File: config.mk
export PLATFORM = sky130hd
export DESIGN_NAME = ram_ctrl_flat
export DESIGN_NICKNAME = d
export VERILOG_FILES = /design/src/rtl/ram_ctrl_if.sv /design/src/rtl/ram_ctrl.sv /design/src/flat_wrapper.sv
export SDC_FILE = /design/constraint.sdc
export NUM_CORES = 2
export LEC_CHECK = 0
export BUFFER_PORTS_ARGS = -buffer_cell sky130_fd_sc_hd__clkbuf_2
export CORE_MARGIN = 4
export CORE_UTILIZATION = 25
export CTS_BUF_LIST = sky130_fd_sc_hd__clkbuf_2
export DETAILED_ROUTE_END_ITERATION = 8
export PLACE_DENSITY = 0.41
export SLEW_MARGIN = 5
export SYNTH_ARGS = -nofsm -noshare
export SYNTH_HDL_FRONTEND = slang
export SYNTH_SLANG_ARGS = --single-unit
export TNS_END_PERCENT = 30
File: constraint.sdc
create_clock -name clk -period 14.5 [get_ports clk]
set_input_delay 2.175 -clock clk [delete_from_list [all_inputs] [get_ports clk]]
set_output_delay 2.175 -clock clk [all_outputs]
set_load 0.05 [all_outputs]
File: src/rtl/ram_ctrl_if.sv
// Request/response bundle between the CPU memory-access stage and ram_ctrl.
interface ram_ctrl_if #(
  parameter int datalines = 16,
  parameter int adlines   = 8
);
  logic [adlines-1:0]   address;
  logic [datalines-1:0] datain;
  logic                 read;
  logic                 write;
  logic                 clear;
  logic [datalines-1:0] dataout;
  logic                 busy;
  logic                 ack;
  logic                 err;

  modport master (
    output address, datain, read, write, clear,
    input  dataout, busy, ack, err
  );

  modport slave (
    input  address, datain, read, write, clear,
    output dataout, busy, ack, err
  );
endinterface

File: src/rtl/ram_ctrl.sv
// Clocked data RAM controller: one read/write per transaction with a
// programmable number of wait states, a full-array clear sweep and
// out-of-range address flagging.
module ram_ctrl #(
  parameter int datalines   = 16,
  parameter int adlines     = 8,
  parameter int ramsize     = 256,
  parameter int wait_states = 1
) (
  input  logic       clk,
  input  logic       reset_n,
  ram_ctrl_if.slave  bus
);

  typedef enum logic [1:0] {IDLE, WAIT, ACCESS, CLEAR} state_e;
  typedef logic [3:0]       wcnt_t;
  typedef logic [adlines:0] sweep_t;

  // WAIT holds for exactly wait_states cycles, so the counter is loaded with
  // one less; with zero wait states WAIT is skipped and ACCESS follows IDLE.
  localparam wcnt_t  WaitLoad  = wcnt_t'((wait_states > 0) ? wait_states - 1 : 0);
  localparam sweep_t RamSizeW  = sweep_t'(ramsize);
  localparam sweep_t SweepLast = sweep_t'(ramsize - 1);

  state_e                state_q, state_d;
  wcnt_t                 waitCnt_q, waitCnt_d;
  sweep_t                sweep_q, sweep_d;
  logic [adlines-1:0]    addr_q, addr_d;
  logic [datalines-1:0]  wdata_q, wdata_d;
  logic [datalines-1:0]  dout_q, dout_d;
  logic                  rd_q, rd_d;
  logic                  wr_q, wr_d;
  logic                  ack_q, ack_d;
  logic                  err_q, err_d;

  logic                  memWe;
  logic [adlines-1:0]    memWaddr;
  logic [datalines-1:0]  memWdata;
  logic                  inRange;

  logic [datalines-1:0]  mem [ramsize];

  assign inRange = ({1'b0, addr_q} < RamSizeW);

  // Next-state, capture and memory-port decode; requests are only looked at in IDLE.
  always_comb begin
    state_d   = state_q;
    waitCnt_d = waitCnt_q;
    sweep_d   = sweep_q;
    addr_d    = addr_q;
    wdata_d   = wdata_q;
    rd_d      = rd_q;
    wr_d      = wr_q;
    dout_d    = dout_q;
    ack_d     = 1'b0;
    err_d     = 1'b0;
    memWe     = 1'b0;
    memWaddr  = addr_q;
    memWdata  = wdata_q;

    case (state_q)
      IDLE: begin
        if (bus.clear) begin
          state_d = CLEAR;
          sweep_d = '0;
        end else if (bus.read || bus.write) begin
          addr_d    = bus.address;
          wdata_d   = bus.datain;
          rd_d      = bus.read;
          wr_d      = bus.write;
          waitCnt_d = WaitLoad;
          state_d   = (wait_states == 0) ? ACCESS : WAIT;
        end
      end
      WAIT: begin
        if (waitCnt_q == '0) begin
          state_d = ACCESS;
        end else begin
          waitCnt_d = waitCnt_q - wcnt_t'(1);
        end
      end
      ACCESS: begin
        memWe = wr_q && inRange;
        if (rd_q) begin
          if (!inRange) begin
            dout_d = '0;
          end else if (wr_q) begin
            dout_d = wdata_q;
          end else begin
            dout_d = mem[addr_q];
          end
        end
        ack_d   = 1'b1;
        err_d   = !inRange;
        state_d = IDLE;
      end
      CLEAR: begin
        memWe    = 1'b1;
        memWaddr = sweep_q[adlines-1:0];
        memWdata = '0;
        sweep_d  = sweep_q + sweep_t'(1);
        if (sweep_q == SweepLast) begin
          ack_d   = 1'b1;
          state_d = IDLE;
        end
      end
      default: state_d = IDLE;
    endcase
  end

  // Control and output registers; reset aborts any transaction immediately.
  always_ff @(posedge clk or negedge reset_n) begin
    if (!reset_n) begin
      state_q   <= IDLE;
      waitCnt_q <= '0;
      sweep_q   <= '0;
      addr_q    <= '0;
      wdata_q   <= '0;
      rd_q      <= 1'b0;
      wr_q      <= 1'b0;
      dout_q    <= '0;
      ack_q     <= 1'b0;
      err_q     <= 1'b0;
    end else begin
      state_q   <= state_d;
      waitCnt_q <= waitCnt_d;
      sweep_q   <= sweep_d;
      addr_q    <= addr_d;
      wdata_q   <= wdata_d;
      rd_q      <= rd_d;
      wr_q      <= wr_d;
      dout_q    <= dout_d;
      ack_q     <= ack_d;
      err_q     <= err_d;
    end
  end

  // Storage array: synchronous write, no reset, so contents survive reset_n.
  always_ff @(posedge clk) begin
    if (memWe) begin
      mem[memWaddr] <= memWdata;
    end
  end

  assign bus.dataout = dout_q;
  assign bus.busy    = (state_q != IDLE);
  assign bus.ack     = ack_q;
  assign bus.err     = err_q;

endmodule

File: src/flat_wrapper.sv
// flat-port wrapper written by rule: the top's interface ports become plain ports
module ram_ctrl_flat 
#(
  parameter int datalines   = 16,
  parameter int adlines     = 8,
  parameter int ramsize     = 256,
  parameter int wait_states = 1
)
  (clk, reset_n, bus_address, bus_datain, bus_read, bus_write, bus_clear, bus_dataout, bus_busy, bus_ack, bus_err);
  ram_ctrl_if #(.datalines(datalines), .adlines(adlines)) bus_i ();
  input  logic clk;
  input  logic reset_n;
  input wire logic [$bits(bus_i.address)-1:0] bus_address;
  input wire logic [$bits(bus_i.datain)-1:0] bus_datain;
  input wire logic [$bits(bus_i.read)-1:0] bus_read;
  input wire logic [$bits(bus_i.write)-1:0] bus_write;
  input wire logic [$bits(bus_i.clear)-1:0] bus_clear;
  output wire logic [$bits(bus_i.dataout)-1:0] bus_dataout;
  output wire logic [$bits(bus_i.busy)-1:0] bus_busy;
  output wire logic [$bits(bus_i.ack)-1:0] bus_ack;
  output wire logic [$bits(bus_i.err)-1:0] bus_err;
  assign bus_i.address = bus_address;
  assign bus_i.datain = bus_datain;
  assign bus_i.read = bus_read;
  assign bus_i.write = bus_write;
  assign bus_i.clear = bus_clear;
  assign bus_dataout = bus_i.dataout;
  assign bus_busy = bus_i.busy;
  assign bus_ack = bus_i.ack;
  assign bus_err = bus_i.err;
  ram_ctrl #(.datalines(datalines), .adlines(adlines), .ramsize(ramsize), .wait_states(wait_states)) u_core (.clk(clk), .reset_n(reset_n), .bus(bus_i));
endmodule
==> results.cfg <==
[floorplan]
die-width_um = 809.8
core-area_sq_mm = 0.6408
die_y_um = 809.8
io_pins = 48
row_count = 294
dieArea_sq_mm = 0.6558
initial_core_util_pct = 25.08

[synth]
ys_warn_count = 0
syn-mean-instance-area_sq_um = 20.48
synth-simple-area-share_pct = 2.210
synth_top_family_by_area = multiplexers
synth-xor-area-share_pct = 0.01090
synth_top_area_share_pct = 76.52
ys_ff_latch = 4154
ys.flop_type = edfxtp_1
synth_area_sq_mm = 0.1607
synth.distinct_cells = 59
synthTopCellsByCount = edfxtp_1, mux2i_1, mux4_2
syn_nets = 7880
synth-edff-count = 4096
synth-compound-area-share_pct = 3.631
muxShareOfSynthArea_pct = 14.97
async_flop_share_pct = 1.396
syn_inst = 7848
yosysSeqAreaShare_pct = 77.43
synth_area_leaders = edfxtp_1, mux4_2, mux2i_1
yosysTopAreaCell = edfxtp_1
synthAdderAreaFrac_pct = 0.02335
yosysMostFrequentCell = edfxtp_1

[routing]
drc = 0
wl_per_cell_um = 27.69
drt_iter0_drc = 7675
vias_per_cell = 4.599
vias = 84570
drtPass1Iterations = 6
wirelength_um = 509300
drtAntennaViolNets = 0

[worst_setup_path]
critPathCaptureType = output pin
cp-start-kind = register
worstPathArrival_ps = 3980
path_cells = or2_2 > clkbuf_2
slowest_stage = dfrtp_1
cp_slowest_stage_delay_ps = 840
critPathMaxFanout = 19
crit_type = register to output pin
worst_ep_required_time_ps = 12320

[power_and_ir_drop]
internal_power_mw = 16.35
ir_drop_v = 0.00007178
p_seq_share_pct = 60.1
power_switching_mw = 5.247
p_comb_share_pct = 2.7
netSwitchingFraction_pct = 24.30
cellPowerDensity_mw_per_mm2 = 118.1
power.leakage_nw = 47.73
p_clk_share_pct = 37.1

[cts]
cts_buffer_depth = 5
cts_sinks = 4154
cts_root_buf = clkbuf_2
htree_levels = 7
worstSkewPairLatency_ps = 2340
ctsResizeCount = 0
post_cts_buffers = 0
clkTransAtPathRegs_ps = 90
cts_made_buffers = 1191
cts_tree = done

[sta]
skew_ps = 294.0
worst_slew_margin_rel_pct = 13.81
slew_violations = 0
hold_violations = 0
min_period_ps = 6158
rsz0062_at_grt = false
hold_slack_ps = 375.3
tns_ps = 0
max_freq_mhz = 162.4
worst_slew_pin_slew_ps = 1284
setup_violations = 0
timing.final.crit_share_pct = 42.47

[finish]
drive_gt1_share_pct = 31.06
nNetsFinal = 9089
finalNonFillerCells = 18390
area_delta_synth_final_pct = 13.78
fillers = 64000
postLayoutCoreUtil_pct = 28.54

[flow_run]
cap_violations = 0

[global_routing]
grt_pass1_vias = 88610
grt_overflow_total = 0
grt_max_degree = 177
grt_pass1_wl_um = 701500
antenna_found_initial = 27
grtUsageTotal_pct = 15.23

[hold_path]
worstHoldPathType = primary input to register

[outcome]
status = finished clean

[place]
gp_congestion = 0.8204
placed_cells = 16420
port_buffers = 46
dp_hpwl_um = 294700
[final timing paths]
check                             startpoint                     end  slack, ps  cells past startpoint
max in group asynchronous            reset_n  u_core.bus.dataout[14]      12160                      4
hold reg to reg             u_core.addr_q[5]        u_core.addr_q[5]        530                      1
setup reg to reg            u_core.addr_q[0]   u_core.bus.dataout[7]       8590                      9
min in group asynchronous            reset_n     u_core.waitCnt_q[1]        950                      3
setup / recovery           u_core.state_q[0]                bus_busy       8340                      2
hold / removal                bus_address[2]        u_core.addr_q[2]        380                      2
[layer usage]
layer | vias to the layer above | GRT usage [%] | routed length, um | part of all wire [%]
met5 | - | 0 | 19 | 0.0037
met4 | 2 | 6.855 | 17520 | 3.4
met3 | 979 | 3.000 | 26180 | 5.1
met2 | 2805 | 24.71 | 246800 | 48
met1 | 45100 | 19.78 | 218800 | 43
li1 | 35690 | - | - | -
[layout by cell type (no fill, tap or decap), types with 13 or more instances in the layout]
cell and n:
edfxtp_1 4096, clkbuf_2 1732, mux2i_1 973, mux4_2 614
a22oi_1 434, buf_4 407, nor2_1 211, clkinv_1 165
nand2_1 119, nand3_1 101, nand4_1 81, nor2_2 73
o21ai_0 67, a21oi_1 67, dfrtp_1 52, mux2_2 44
o22ai_1 39, diode_2 37, a221oi_1 32, o211ai_1 31
and3_1 29, dlygate4sd3_1 29, a211oi_1 25, clkinv_2 25
o21ai_1 23, inv_2 23, o221ai_1 22, nor2_4 20
and2_4 17, a311oi_1 14, buf_12 13
[flip-flops by register name, summed over array words and instances (netlist names)]
name and flops:
u_core.mem 4096, u_core.bus.dataout 16, u_core.wdata_q 16, u_core.sweep_q 9, u_core.addr_q 8, u_core.waitCnt_q 4
u_core.state_q 2, u_core.bus.ack 1, u_core.rd_q 1, u_core.wr_q 1
[cell type report]
| type | count | area, sq um | area share [%] |
|---|---|---|---|
| clock inverters | 219 | 1037 | 0.5672 |
| inverters | 13 | 48.80 | 0.02668 |
| diodes | 37 | 92.59 | 0.05063 |
| well taps | 8584 | 10740 | 5.873 |
| repair buffers | 497 | 3865 | 2.113 |
| clock buffers | 1687 | 8443 | 4.617 |
| flip-flops and latches | 4154 | 124500 | 68.06 |
| multi-input cells | 3200 | 34180 | 18.69 |
[power by group through the flow]
stage / clock, mW / sequential, mW / combinational [mW]
3_3_place_gp: 0 / 13.3 / 0.592
4_1_cts: 8.40 / 13.0 / 0.601
3_5_place_dp: 0 / 13.3 / 0.593
2_1_floorplan: 0 / 13.2 / 0.375
5_1_grt: 9.05 / 13.0 / 0.613
6_report: 8.02 / 13.0 / 0.587
[through the flow]
step | area (sq um) | setup WS, ps | power, mW
finish | 182900 | 8342 | 21.59
global route | 182800 | 8017 | 22.65
CTS | 182800 | 7943 | 21.99
detailed placement | 173000 | 8468 | 13.85
global placement | 172900 | 8388 | 13.85
floorplan | 160700 | 8970 | 13.62
[what timing repair did]
action                                  CTS  global route
endpoints found under the setup margin    0             0
hold endpoints to repair                 53             0
hold buffers                             29             0
[cell families after synthesis]
| logic type | count (synthesis) |
|---|---|
| AND/OR/NAND/NOR | 748 |
| other | 1 |
| XOR/XNOR | 2 |
| adder cells (fa/ha/maj) | 3 |
| multiplexers | 1631 |
| AO/OA/AOI/OAI | 815 |
| buffers and inverters | 494 |
| flip-flops | 4154 |
[critical path, delay by kind of cell, from the launching register on]
| family | cells | cell delay, ps |
|---|---|---|
| buffers and inverters | 1 | 350 |
| and+or+nand+nor | 1 | 470 |
| DFF | 1 | 840 |
(Power assumes the default switching activity.)
